File: src/rtl/pipeline_stall_ctrl.sv
`default_nettype none
// ============================================================================
//  Module      : pipeline_stall_ctrl
//  Description : Central stall/flush scheduler for the 5-stage pipeline.
//                Merges the data hazard, the EX branch-taken and the MEM SRAM
//                handshake into per-stage freeze/flush controls, tracks the
//                SRAM wait state with a sticky timeout, and keeps saturating
//                stall/flush event counters.
//  Revision    : 1.0 - initial release
// ============================================================================
module pipeline_stall_ctrl #(
    parameter int MEM_TIMEOUT = 16,
    parameter int TO_W        = 8,
    parameter int CNT_W       = 16
) (
    input  logic             clk,
    input  logic             rst,
    input  logic             hazard,
    input  logic             branch_taken,
    input  logic             mem_req,
    input  logic             sram_ready,
    input  logic             cnt_clr,
    output logic             freeze_pc,
    output logic             freeze_if_id,
    output logic             flush_if_id,
    output logic             bubble_id_ex,
    output logic             freeze_back,
    output logic             mem_busy,
    output logic             mem_timeout,
    output logic [CNT_W-1:0] hazard_cycles,
    output logic [CNT_W-1:0] mem_wait_cycles,
    output logic [CNT_W-1:0] flush_count
);

    typedef enum logic [0:0] {
        RUN      = 1'b0,
        MEM_WAIT = 1'b1
    } state_t;

    localparam logic [TO_W-1:0] c_TIMEOUT = TO_W'(MEM_TIMEOUT);

    state_t            r_state;
    state_t            w_stateNext;
    logic [TO_W-1:0]   r_waitCnt;
    logic [TO_W-1:0]   w_waitNext;
    logic              r_timeout;
    logic [CNT_W-1:0]  r_hazardCycles;
    logic [CNT_W-1:0]  r_memWaitCycles;
    logic [CNT_W-1:0]  r_flushCount;
    logic              w_memStall;
    logic              w_hazardSel;
    logic              w_flushSel;

    // The SRAM not finishing this cycle is what actually holds the pipeline.
    assign w_memStall = mem_req & ~sram_ready;

    // Wait counter sticks at all-ones so a very long wait never looks short.
    assign w_waitNext = (r_waitCnt == {TO_W{1'b1}}) ? r_waitCnt : r_waitCnt + 1'b1;

    function automatic logic [CNT_W-1:0] satInc(input logic [CNT_W-1:0] v);
        return (v == {CNT_W{1'b1}}) ? v : v + 1'b1;
    endfunction

    // Next-state and prioritised stage controls (memory > branch > hazard).
    always_comb begin
        w_stateNext  = r_state;
        freeze_pc    = 1'b0;
        freeze_if_id = 1'b0;
        flush_if_id  = 1'b0;
        bubble_id_ex = 1'b0;
        freeze_back  = 1'b0;
        w_hazardSel  = 1'b0;
        w_flushSel   = 1'b0;

        case (r_state)
            RUN:      if (w_memStall) w_stateNext = MEM_WAIT;
            MEM_WAIT: if (sram_ready || !mem_req) w_stateNext = RUN;
            default:  w_stateNext = RUN;
        endcase

        if (!rst) begin
            if (w_memStall) begin
                // Whole pipeline holds; branch/hazard stay asserted by the
                // frozen stages and get serviced after release.
                freeze_pc    = 1'b1;
                freeze_if_id = 1'b1;
                freeze_back  = 1'b1;
            end else if (branch_taken) begin
                // ID instruction is squashed, so any hazard on it is moot.
                flush_if_id  = 1'b1;
                bubble_id_ex = 1'b1;
                w_flushSel   = 1'b1;
            end else if (hazard) begin
                freeze_pc    = 1'b1;
                freeze_if_id = 1'b1;
                bubble_id_ex = 1'b1;
                w_hazardSel  = 1'b1;
            end
        end
    end

    // State register, wait counter and sticky timeout flag.
    always_ff @(posedge clk) begin
        if (rst) begin
            r_state   <= RUN;
            r_waitCnt <= '0;
            r_timeout <= 1'b0;
        end else begin
            r_state <= w_stateNext;
            if (r_state == RUN && w_memStall) begin
                r_waitCnt <= '0;
            end else if (r_state == MEM_WAIT) begin
                r_waitCnt <= w_waitNext;
            end
            // Flag once the counter reaches the limit while still waiting;
            // the FSM itself keeps waiting.
            if (r_state == MEM_WAIT && w_memStall && w_waitNext >= c_TIMEOUT) begin
                r_timeout <= 1'b1;
            end
        end
    end

    // Saturating event counters; clear wins over a same-cycle increment.
    always_ff @(posedge clk) begin
        if (rst || cnt_clr) begin
            r_hazardCycles  <= '0;
            r_memWaitCycles <= '0;
            r_flushCount    <= '0;
        end else begin
            if (w_hazardSel) r_hazardCycles  <= satInc(r_hazardCycles);
            if (w_memStall)  r_memWaitCycles <= satInc(r_memWaitCycles);
            if (w_flushSel)  r_flushCount    <= satInc(r_flushCount);
        end
    end

    assign mem_busy        = (r_state == MEM_WAIT);
    assign mem_timeout     = r_timeout;
    assign hazard_cycles   = r_hazardCycles;
    assign mem_wait_cycles = r_memWaitCycles;
    assign flush_count     = r_flushCount;

endmodule
`default_nettype wire

File: config.mk
export PLATFORM = sky130hd
export DESIGN_NAME = pipeline_stall_ctrl
export DESIGN_NICKNAME = d
export VERILOG_FILES = /design/src/rtl/pipeline_stall_ctrl.sv
export SDC_FILE = /design/constraint.sdc
export NUM_CORES = 1
export LEC_CHECK = 0
export BUFFER_PORTS_ARGS = -buffer_cell sky130_fd_sc_hd__buf_2
export CORE_MARGIN = 5
export CORE_UTILIZATION = 33
export DETAILED_ROUTE_END_ITERATION = 10
export PLACE_DENSITY = 0.6
export RECOVER_POWER = 25
export SYNTH_ARGS = -nofsm -noshare
export SYNTH_HDL_FRONTEND = slang
export SYNTH_SLANG_ARGS = --single-unit
File: constraint.sdc
create_clock -name clk -period 1.7 [get_ports clk]
set_input_delay 0.34 -clock clk [delete_from_list [all_inputs] [get_ports clk]]
set_output_delay 0.34 -clock clk [all_outputs]
set_load 0.01 [all_outputs]
* Yosys cells after proc, flatten, opt, wreduce, memory -nomap -nowiden
Index checks and enable logic that the tools add are counted.
W data, S select, Z words.
** Word-level totals
- Word-level logic and storage cells :: 48
- Bits of input ports :: 7
- Register bits :: 58
** Operators by class
- Muxes and demuxes :: 17
- Order comparisons :: 1
- Reductions and logical operators :: 10
- Bitwise operators :: 6
- Equal/unequal tests :: 4
- Add/sub/neg operators :: 4
** Operator list (count)
- $add A16 B1 Y16 const B :: 3
- $eq A16 B16 Y1 const B :: 3
- $mux W1 :: 15
- $add A8 B1 Y8 const B :: 1
- $eq A8 B8 Y1 const B :: 1
- $ge A8 B5 Y1 const B :: 1
- $mux W8 :: 1
- $reduce_and A2 Y1 :: 3
- $not A1 Y1 :: 5
- $logic_and A1 B1 Y1 :: 3
- $logic_or A1 B1 Y1 :: 2
- $pmux W1 S2 :: 1
- $reduce_or A2 Y1 :: 1
- $and A1 B1 Y1 :: 1
- $logic_not A1 Y1 :: 1

* Longest topological paths before layout
Gate-level depths: netlist of the first run.
- Word-level depth :: 5
- Mapped depth :: 7

* Worst setup path before layout of the first run
No wires, ideal clock.
- Path kind :: reg-to-reg
- From :: reg r_flushCount[0], in the netlist flush_count[0]
- To :: reg r_flushCount[0], in the netlist flush_count[0]
- Arrival time :: 1.622 ns
- Setup slack :: -0.049 ns
- Cell stages (with the launch flop) :: 7
- Data required time :: 1.572 ns
- Period minus slack after synthesis :: 1.749 ns
- Path through :: dfxtp_1 ha_1 nand3_1 nor3_1 a21o_2 xor2_1 nor2_1
** On the way
- Cells in the longest elaborated chain, start to end :: 3
- Elaborated cells between the ends (all ways) :: 4
- Those cells by class :: 1 x add/sub; 1 x eq/ne; 1 x bitwise; 1 x reduce/logical
** RTL lines
- from (decl) :: line 49 : logic [CNT_W-1:0] r_flushCount;
- from (signal assigned) :: line 132 : if (w_flushSel) r_flushCount <= satInc(r_flushCount);
- parallel branches: the longest is 3 deep, another holds $add A16 B1 Y16
Parallel ways; which one is timed is not known.
A chain may end at the register's enable or synchronous reset.

* Worst setup path in the final report of the first run
- From :: reg r_flushCount[0], in the netlist flush_count[0]
- To :: reg r_flushCount[15], in the netlist flush_count[15]
The elaborated chain is that of the path after synthesis.

==> implementation parameters, run 1 <==
Parameter                              Value

Outcome
  Outcome    finished clean

Place
  GP Congestion    0.8475
  Final HPWL DP    6.141 mm
  Count of buffers from port buffering    61
  Placed cell count    571

STA
  Total setup violations reported at the end of the flow    0
  Unrepaired setup endpoints after global routing    false
  Max-slew violations    0
  Worst Clk Skew    0.008909 ns
  Setup_tns    0 ns
  Max Freq    618.8 MHz
  Worst Max-Slew Pin Slew    0.4784 ns
  Shortest clock period the worst path allows after layout    1.616 ns
  Rel. slew slack    68.11%
  Share of the cycle needed by the critical path after routing    95.05%
  Final-report hold violation count    0

Detailed routing
  DRC violations left    0
  Number of search-and-repair iterations in the first detailed-routing pass    4
  DRT Wirelength    8.199 mm
  Routed via count divided by cell count    5.189
  Total via count after detailed routing    3046
  Mean routed wirelength per cell    13.97 microns
  Post-DRT Antenna Nets    0
  DRC marker count from the first detailed-route iteration    98

CTS
  Number of buffers added for setup after CTS    0
  Clock transition at path regs    0.07 ns
  TritonCTS clock tree    done
  TritonCTS buffer count    9
  Sinks on Clock Net    58
  Root buf cell    sky130_fd_sc_hd__clkbuf_8
  Hold-fix buffer count after cts    0
  H-Tree Level Count    3
  Number of buffers on the longest clock path    2
  Skew-Pair Late Insertion Delay    0.35 ns

Global route
  Most Used Layer, Global Route    met2
  Met3 layer usage reported by global route    2.959%
  Overall global routing resource usage    14.80%
  Number of global-route vias before repair    2955
  Number of antenna violations at the first check in global routing    0
  Met2 global-route usage    24.04%
  Pin count of the biggest net entering global routing    43
  First-pass GRT wire length    13.65 mm
  Met1 Resource Use GR    18.55%
  Overall overflow remaining after global route    0

Synth
  Mapped Cells    348
  Syn. warnings    0
  Cells taking the most area after synthesis    sky130_fd_sc_hd__dfxtp_1 (39%), sky130_fd_sc_hd__nor2_1 (6.2%), sky130_fd_sc_hd__xnor2_1 (5.6%)
  EDFF count, synth    0
  Register bit total from synthesis    58
  Post-Syn Area per Cell    8.593 sq um
  Share of flip-flops with an asynchronous set or reset    0%
  Syn Nets    359
  Post-synthesis cell area    2990 sq um
  Cell accounting for the most synthesized area    sky130_fd_sc_hd__dfxtp_1
  Fraction of the yosys area taken by sequential cells    38.83%
  Most used flip-flop cell after synthesis    sky130_fd_sc_hd__dfxtp_1
  Share of the synthesized area in the top cell type    38.83%
  Yosys cell types    56

Worst setup path
  Worst setup slack for register-to-register paths    0.08 ns
  Critical path startpoint category    register
  Kind of critical path    register to register
  Launching point of the worst reg2reg path    flush_count[0]$_SDFFE_PP0P_
  Critical path fanouts, max    5
  Critical path data arrival time    1.84 ns
  Endpoint class of the critical path    register
  Data required, critical path    1.92 ns
  R2R Path End    flush_count[15]$_SDFFE_PP0P_
  Number of cells on the worst reg-to-reg path    7

Floorplanning
  Starting density of the core    34.12%
  Die ar.    11070 sq um
  Die Span Y    105.2 microns
  Die X    105.2 microns
  Core Box Area    8763 sq um
  Standard-cell rows    34
  Top-Level Pins    62

Min path
  Startpoint of the tightest hold check path    cnt_clr
  Path class of the lowest-slack min-delay path    primary input to register
  End of the worst hold path    hazard_cycles[3]$_SDFFE_PP0P_
  Hold Path Cell Cnt    3

Cells and area
  Share of final-layout standard cells stronger than drive strength 1    30.48%
  Commonest non-fill, non-tap cell in the layout    sky130_fd_sc_hd__buf_4
  Growth of design area from synthesis to finish    36.90%
  Fill cells    885
  Fin nets    485
  Most used cells in the layout excluding fill and tap cells    sky130_fd_sc_hd__buf_4 (63), sky130_fd_sc_hd__dfxtp_1 (55), sky130_fd_sc_hd__nor2_1 (48)
  Count of antenna diodes in the layout    0
  Non-filler cells, final    587

Power and ir drop
  Pwr per Cell Area    714.7 nW/um^2
  IR drop worst, VDD    306.9 uV
  Leak    1.661 nW

Job
  Max capacitance violation total    0
[synth_stat cells (7+ instances only)]
cell	number
sky130_fd_sc_hd__o21ai_0	9
sky130_fd_sc_hd__a31oi_1	7
sky130_fd_sc_hd__and3_1	11
sky130_fd_sc_hd__and4_1	7
sky130_fd_sc_hd__dfxtp_1	58
sky130_fd_sc_hd__nor2_1	49
sky130_fd_sc_hd__nand3_1	18
sky130_fd_sc_hd__nand2_1	28
sky130_fd_sc_hd__a21oi_1	16
sky130_fd_sc_hd__xor2_1	11
sky130_fd_sc_hd__nor3_1	13
sky130_fd_sc_hd__xnor2_1	19
sky130_fd_sc_hd__nand4_1	17
[through the flow]
step                      instance area, sq um  setup WS (ns)  hold slack (ns)  utilization, %  power [mW]
after global routing                      4094       0.002490           0.3069           46.72       3.031
after detailed placement                  3882        -0.1441           0.4655           44.30       1.543
after CTS                                 4111      0.0005307           0.2898           46.92       2.961
final                                     4094        0.08408           0.2953           46.72       2.926
after floorplan                           2995        0.03786           0.4632               -       1.471
after global placement                    3882       -0.07111           0.4586           44.30       1.542
[state kept, by name (all words and copies together), names as in the netlist]
register	flops
flush_count	16
hazard_cycles	16
mem_wait_cycles	16
r_waitCnt	8
mem_busy	1
mem_timeout	1
[critical path, cell delays in order (launching register included)]
cell	delay (ns)
sky130_fd_sc_hd__dfxtp_1	0.31
sky130_fd_sc_hd__ha_1	0.25
sky130_fd_sc_hd__nand2_1	0.16
sky130_fd_sc_hd__o311ai_1	0.12
sky130_fd_sc_hd__buf_4	0.17
sky130_fd_sc_hd__nor4_1	0.28
sky130_fd_sc_hd__xnor2_1	0.16
sky130_fd_sc_hd__nor2_1	0.05
[cell type report]
cell class              count  area (sq um)  share of cell area (%)
multi-input cells         273          1774                   43.34
inverters                   4         15.01                  0.3667
well taps                 108         135.1                   3.301
clock buffers               9         123.9                   3.026
flip-flops and latches     58          1165                   28.45
repair buffers            128         787.0                   19.22
clock inverters             7         93.84                   2.292
[what timing repair did]
action	in CTS	in global routing
endpoints found under the setup margin	3	12
endpoints found under the hold margin	0	0
gates resized for setup	2	7
pin swaps	0	3
[where the power goes]
part / switching (mW) / internal (mW) / leakage, nW
sequential: 0.00395 / 1.36 / 0.469
clock: 0.592 / 0.821 / 0.105
combinational: 0.0839 / 0.0624 / 1.09
total: 0.680 / 2.25 / 1.66
[routing by layer]
| layer | routed length (microns) | part of all wire [%] | up-vias |
|---|---|---|---|
| met3 | 334 | 4.1 | 12 |
| met5 | 0 | 0 | - |
| li1 | - | - | 1530 |
| met1 | 3739 | 46 | 1437 |
| met4 | 152 | 1.9 | 0 |
| met2 | 3972 | 48 | 67 |
[cell families after synthesis]
kind of cell / after synthesis / synth area share, %
XOR/XNOR: 30 / 8.787
AND/OR/NAND/NOR: 179 / 34.10
buffers and inverters: 17 / 2.803
multiplexers: 6 / 2.050
AO/OA/AOI/OAI: 54 / 11.76
adder cells (fa/ha/maj): 4 / 1.674
flip-flops: 58 / 38.83
[worst max-delay path by stage]
stage                                    start                          endpoint  slack, ns
4_1_cts          hazard_cycles[3]$_SDFFE_PP0P_    hazard_cycles[12]$_SDFFE_PP0P_     0.0005
2_1_floorplan  mem_wait_cycles[0]$_SDFFE_PP0P_  mem_wait_cycles[14]$_SDFFE_PP0P_       0.04
3_5_place_dp                           mem_req    hazard_cycles[12]$_SDFFE_PP0P_      -0.14
5_1_grt           flush_count[13]$_SDFFE_PP0P_       flush_count[0]$_SDFFE_PP0P_      0.002
6_report           flush_count[0]$_SDFFE_PP0P_      flush_count[15]$_SDFFE_PP0P_       0.08
3_3_place_gp                           mem_req    hazard_cycles[13]$_SDFFE_PP0P_      -0.07
Power figures use the tool's default switching activity.
==> inputs of run 2 (changes only) <==
- CORE_UTILIZATION: 33 -> 59
- PLACE_DENSITY: 0.6 -> 0.9
- clock period: 1.7 -> 2.1 ns (I/O delays scaled with it)
==> implementation parameters, run 2 (synthesized netlist as in run 1, its figures left out) <==
Parameter                              Value

CTS
  TritonCTS clock tree    done
  Hold-fix buffer count after cts    0 (unchanged)
  Skew-Pair Late Insertion Delay    0.34 ns (about the same)
  TritonCTS buffer count    9 (unchanged)
  Number of buffers added for setup after CTS    0 (unchanged)
  Clock transition at path regs    0.06 ns (about the same)
  Number of buffers on the longest clock path    2 (unchanged)
  H-Tree Level Count    3 (unchanged)
  Sinks on Clock Net    58 (unchanged)
  Number of gates given a new drive strength after cts    0 (-2)
  Root buf cell    sky130_fd_sc_hd__clkbuf_8

STA
  Shortest clock period the worst path allows after layout    1.921 ns
  Max Freq    520.5 MHz
  Setup_tns    0 ns (unchanged)
  Max-slew violations    0 (unchanged)
  Worst Max-Slew Pin Slew    0.6323 ns (+0.1539 ns)
  Worst Clk Skew    0.007023 ns (-0.001886 ns)
  Share of the cycle needed by the critical path after routing    91.48%
  Unrepaired setup endpoints after global routing    false
  Final-report hold violation count    0 (unchanged)
  Total setup violations reported at the end of the flow    0 (unchanged)
  Rel. slew slack    57.69% (-10 points)
  Worst-case setup margin in the final layout    0.1789 ns (+0.09482 ns)

Cells and area
  Most used cells in the layout excluding fill and tap cells    sky130_fd_sc_hd__dfxtp_1 (58), sky130_fd_sc_hd__nor2_1 (49), sky130_fd_sc_hd__buf_2 (34)
  Fill cells    440 (-50%)
  Growth of design area from synthesis to finish    17.07%
  Share of final-layout standard cells stronger than drive strength 1    16.90% (-14 points)
  Commonest non-fill, non-tap cell in the layout    sky130_fd_sc_hd__dfxtp_1
  Fin nets    426 (-12%)
  Area of the multi-input gates    1745 sq um (-1.6%)
  FF+latch area    1161 sq um (-0.32%)
  Count of antenna diodes in the layout    0 (unchanged)

Detailed routing
  Total via count after detailed routing    2895 (-5.0%)
  Routed via count divided by cell count    5.908 (+14%)
  Mean routed wirelength per cell    14.89 microns (+6.6%)
  DRT Wirelength    7.294 mm (-11%)
  DRC marker count from the first detailed-route iteration    149 (+52%)
  Post-DRT Antenna Nets    0 (unchanged)
  Number of search-and-repair iterations in the first detailed-routing pass    4 (unchanged)
  DRC violations left    0 (unchanged)

Worst setup path
  R2R Path End    mem_timeout$_SDFFE_PP0P_
  Kind of critical path    primary input to primary output
  Critical path fanouts, max    9 (+4)
  Critical path data arrival time    1.50 ns (-0.34 ns)
  Critical path startpoint category    primary input
  Worst setup slack for register-to-register paths    0.24 ns (+0.16 ns)
  Endpoint class of the critical path    primary output
  Number of cells on the worst reg-to-reg path    5 (-2)
  Launching point of the worst reg2reg path    r_waitCnt[4]$_SDFFE_PP0P_
  Data required, critical path    1.68 ns (-0.24 ns)

Place
  Pre-CTS WS    0.1625 ns (+0.3066 ns)
  GP Congestion    0.9288 (+9.6%)
  Count of buffers from port buffering    61 (unchanged)
  Final HPWL DP    5.328 mm (-13%)

Global route
  Overall global routing resource usage    23.75% (+8.9 points)
  Number of antenna violations at the first check in global routing    0 (unchanged)
  Pin count of the biggest net entering global routing    26 (-40%)
  Number of global-route vias before repair    2812 (-4.8%)
  Overall overflow remaining after global route    0 (unchanged)
  First-pass GRT wire length    12.19 mm (-11%)

Floorplanning
  Die ar.    6592 sq um (-40%)
  Die X    81.19 microns (-23%)
  Top-Level Pins    62 (unchanged)
  Standard-cell rows    26 (-24%)
  Starting density of the core    59.69% (+26 points)
  Die Span Y    81.19 microns (-23%)
  Core Box Area    5010 sq um (-43%)

Power and ir drop
  Pwr per Cell Area    592.7 nW/um^2 (-17%)
  Leak    1.288 nW (-22%)
  IR drop worst, VDD    457.9 uV (+49%)

Min path
  Path class of the lowest-slack min-delay path    primary input to register
  Startpoint of the tightest hold check path    cnt_clr
  End of the worst hold path    flush_count[6]$_SDFFE_PP0P_
  Hold Path Cell Cnt    3 (unchanged)

Outcome
  Outcome    finished clean

Job
  Max capacitance violation total    0 (unchanged)
[run 2: cell types whose count changed in the layout (fill, tap and decap cells not counted), sizes merged]
| cell | before | now |
|---|---|---|
| clkinvlp | 2 | 0 |
| clkbuf | 33 | 41 |
| buf | 104 | 41 |
| bufinv | 2 | 0 |
[run 2: report_power, final]
group | internal, mW | switching [mW] | total (mW)
Sequential | 1.10 | 0.00523 | 1.11
Clock | 0.455 | 0.422 | 0.877
Combinational | 0.0311 | 0.0579 | 0.0889
Total | 1.59 | 0.485 | 2.08
[run 2: through the flow]
stage | cells | power, mW | area, sq um | util (%) | hold WS [ns]
2_1_floorplan | 348 | 1.191 | 2990 | - | 0.4632
3_3_place_gp | 474 | 1.221 | 3374 | 67.36 | 0.4788
3_5_place_dp | 474 | 1.224 | 3374 | 67.36 | 0.4875
4_1_cts | 490 | 2.090 | 3538 | 70.63 | 0.3832
5_1_grt | 490 | 2.154 | 3501 | 69.88 | 0.4174
6_report | 490 | 2.075 | 3501 | 69.88 | 0.3923
[run 2: critical path, cell delays in order]
cell	delay (ns)
sky130_fd_sc_hd__clkbuf_1	0.11
sky130_fd_sc_hd__or2b_2	0.34
sky130_fd_sc_hd__clkbuf_1	0.25
sky130_fd_sc_hd__nor2_1	0.21
sky130_fd_sc_hd__buf_2	0.16
[run 2: final cells by class]
type                    count  share of cell area [%]
clock buffers              13                   4.253
flip-flops and latches     58                   33.17
multi-input cells         273                   49.86
inverters                   4                  0.4289
well taps                  70                   2.502
clock inverters             3                  0.4289
repair buffers             69                   9.364
[run 2: worst max path at each step]
stage / from / endpoint / slack, ns / depth (start not counted)
2_1_floorplan: mem_req / freeze_pc / 0.35 / 4
3_3_place_gp: mem_req / hazard_cycles[14]$_SDFFE_PP0P_ / 0.25 / 6
5_1_grt: sram_ready / flush_if_id / 0.10 / 6
3_5_place_dp: mem_req / hazard_cycles[12]$_SDFFE_PP0P_ / 0.16 / 6
6_report: sram_ready / freeze_back / 0.18 / 5
4_1_cts: r_waitCnt[4]$_SDFFE_PP0P_ / mem_timeout$_SDFFE_PP0P_ / 0.26 / 5
[run 2: routing by layer]
metal	global-route usage [%]	part of all wire, %	vias to the layer above	wire [microns]
met5	0	0	-	0
met4	14.02	2.0	0	144
met3	5.987	7.3	17	533
met2	40.39	51	110	3713
met1	26.73	40	1361	2902
li1	-	-	1407	-
==> inputs of run 3 (changes only) <==
- CORE_UTILIZATION: 59 -> 30
- PLACE_DENSITY: 0.9 -> 0.54
==> implementation parameters, run 3 (synthesized netlist as in run 1, its figures left out) <==
Parameter                              Value

CTS
  Number of gates given a new drive strength after cts    0 (unchanged)
  Number of buffers on the longest clock path    2 (unchanged)
  Clock transition at path regs    0.06 ns (about the same)
  Root buf cell    sky130_fd_sc_hd__clkbuf_8
  Skew-Pair Late Insertion Delay    0.34 ns (about the same)
  TritonCTS buffer count    9 (unchanged)
  Hold-fix buffer count after cts    0 (unchanged)
  Sinks on Clock Net    58 (unchanged)
  H-Tree Level Count    3 (unchanged)
  Number of buffers added for setup after CTS    0 (unchanged)
  TritonCTS clock tree    done

Global route
  Overall global routing resource usage    13.20% (-11 points)
  Met1 Resource Use GR    16.51% (-10 points)
  Met3 layer usage reported by global route    4.110% (-1.9 points)
  Pin count of the biggest net entering global routing    30 (+15%)
  Met2 global-route usage    21.58% (-19 points)
  Number of antenna violations at the first check in global routing    0 (unchanged)
  Most Used Layer, Global Route    met2
  Number of global-route vias before repair    2573 (-8.5%)
  First-pass GRT wire length    12.56 mm (+3.1%)
  Overall overflow remaining after global route    0 (unchanged)

Worst setup path
  Critical path fanouts, max    9 (unchanged)
  Critical path data arrival time    1.42 ns (-0.08 ns)
  Kind of critical path    primary input to primary output
  Endpoint class of the critical path    primary output
  Max stage delay on crit path    0.34 ns (about the same)
  Data required, critical path    1.68 ns (about the same)
  Critical path startpoint category    primary input
  Critical path cell sequence    clkbuf_1, or2b_2, buf_4, a21oi_1, buf_2
  Slowest stage cell on the critical path    sky130_fd_sc_hd__or2b_2

STA
  Max Freq    543.1 MHz (+4.3%)
  Shortest clock period the worst path allows after layout    1.841 ns (-0.07996 ns)
  Total setup violations reported at the end of the flow    0 (unchanged)
  Worst Max-Slew Pin Slew    0.4797 ns (-0.1526 ns)
  Setup_tns    0 ns (unchanged)
  Rel. slew slack    67.76% (+10 points)
  Max-slew violations    0 (unchanged)
  Worst-case setup margin in the final layout    0.2589 ns (+0.07996 ns)
  Share of the cycle needed by the critical path after routing    87.67% (-3.8 points)
  Unrepaired setup endpoints after global routing    false
  Worst Clk Skew    0.008530 ns (+0.001508 ns)
  Final-report hold violation count    0 (unchanged)
  Worst hold slack across all endpoints    0.4171 ns (+0.02479 ns)

Cells and area
  Commonest non-fill, non-tap cell in the layout    sky130_fd_sc_hd__dfxtp_1
  Fill cells    1078 (+150%)
  FF+latch area    1161 sq um (unchanged)
  Most used cells in the layout excluding fill and tap cells    sky130_fd_sc_hd__dfxtp_1 (58), sky130_fd_sc_hd__nor2_1 (49), sky130_fd_sc_hd__buf_2 (35)
  Share of final-layout standard cells stronger than drive strength 1    18.44% (+1.5 points)
  Non-filler cells, final    556 (+13%)
  Area of the multi-input gates    1745 sq um (unchanged)
  Count of antenna diodes in the layout    0 (unchanged)
  Fin nets    429 (+0.70%)
  Growth of design area from synthesis to finish    22.93%

Detailed routing
  DRC marker count from the first detailed-route iteration    119 (-20%)
  Number of search-and-repair iterations in the first detailed-routing pass    6 (+2)
  Routed via count divided by cell count    4.939 (-16%)
  DRC violations left    0 (unchanged)
  Mean routed wirelength per cell    13.82 microns (-7.1%)
  Total via count after detailed routing    2746 (-5.1%)
  DRT Wirelength    7.686 mm (+5.4%)
  Post-DRT Antenna Nets    0 (unchanged)

Min path
  Path class of the lowest-slack min-delay path    primary input to register

Outcome
  Outcome    finished clean

Floorplanning
  Top-Level Pins    62 (unchanged)
  Standard-cell rows    36 (+38%)
  Die X    109.8 microns (+35%)
  Starting density of the core    30.74% (-29 points)
  Core Box Area    9729 sq um (+94%)
  Die Span Y    109.8 microns (+35%)
  Die ar.    12060 sq um (+83%)

Place
  Final HPWL DP    5.718 mm (+7.3%)
  GP Congestion    0.7950 (-14%)
  Placed cell count    540 (+14%)
  Count of buffers from port buffering    61 (unchanged)
  Pre-CTS WS    0.1816 ns (+0.01909 ns)

Power and ir drop
  Pwr per Cell Area    663.7 nW/um^2 (+12%)
  IR drop worst, VDD    291.5 uV (-36%)
  Post-route total power    2.440 mW (+18%)
  Leak    1.344 nW (+4.4%)

Job
  Max capacitance violation total    0 (unchanged)
-- run 3: changes by cell type in the layout (fill, tap and decap cells not counted) --
cell                        change
sky130_fd_sc_hd__buf_2          +1
sky130_fd_sc_hd__buf_4          +4
sky130_fd_sc_hd__bufinv_16      +3
sky130_fd_sc_hd__clkbuf_1       -4
sky130_fd_sc_hd__clkbuf_8       -1
-- run 3: final cells by class --
class	count	area share (%)
Clock buffer	10	3.472
Clock inverter	6	2.859
Inverter	4	0.4084
Multi-Input combinational cell	273	47.48
Sequential cell	58	31.59
Tap cell	133	4.527
Timing Repair Buffer	72	9.666
-- run 3: path summary, 6_finish.rpt --
path                                        start  depth (start not counted)  slack, ns                               end
setup / recovery                       sram_ready                          5       0.26                      freeze_if_id
setup reg to reg  mem_wait_cycles[0]$_SDFFE_PP0P_                          6       0.30  mem_wait_cycles[14]$_SDFFE_PP0P_
hold reg to reg          mem_timeout$_SDFFE_PP0P_                          2       0.49          mem_timeout$_SDFFE_PP0P_
hold / removal                            cnt_clr                          3       0.42     hazard_cycles[3]$_SDFFE_PP0P_
-- run 3: per-layer routing --
metal | up-vias | part of all wire (%)
met5 | - | 0
met4 | 0 | 0.86
met3 | 4 | 4.7
met2 | 55 | 47
met1 | 1265 | 47
li1 | 1422 | -
-- run 3: power by group --
part / internal (mW) / switching, mW / leakage [nW]
combinational: 0.0344 / 0.0608 / 0.757
clock: 0.782 / 0.453 / 0.120
sequential: 1.10 / 0.00561 / 0.467
-- run 3: critical path, delay by kind of cell --
kind	cells	cell delay (ns)
buf+inv	3	0.47
simple gates	1	0.34
compound gates	1	0.20
-- run 3: per-stage QoR --
step / utilization, % / cell area (sq um)
floorplan: - / 2990
global placement: 35.73 / 3476
detailed placement: 35.73 / 3476
CTS: 38.12 / 3709
global route: 37.78 / 3676
finish: 37.78 / 3676
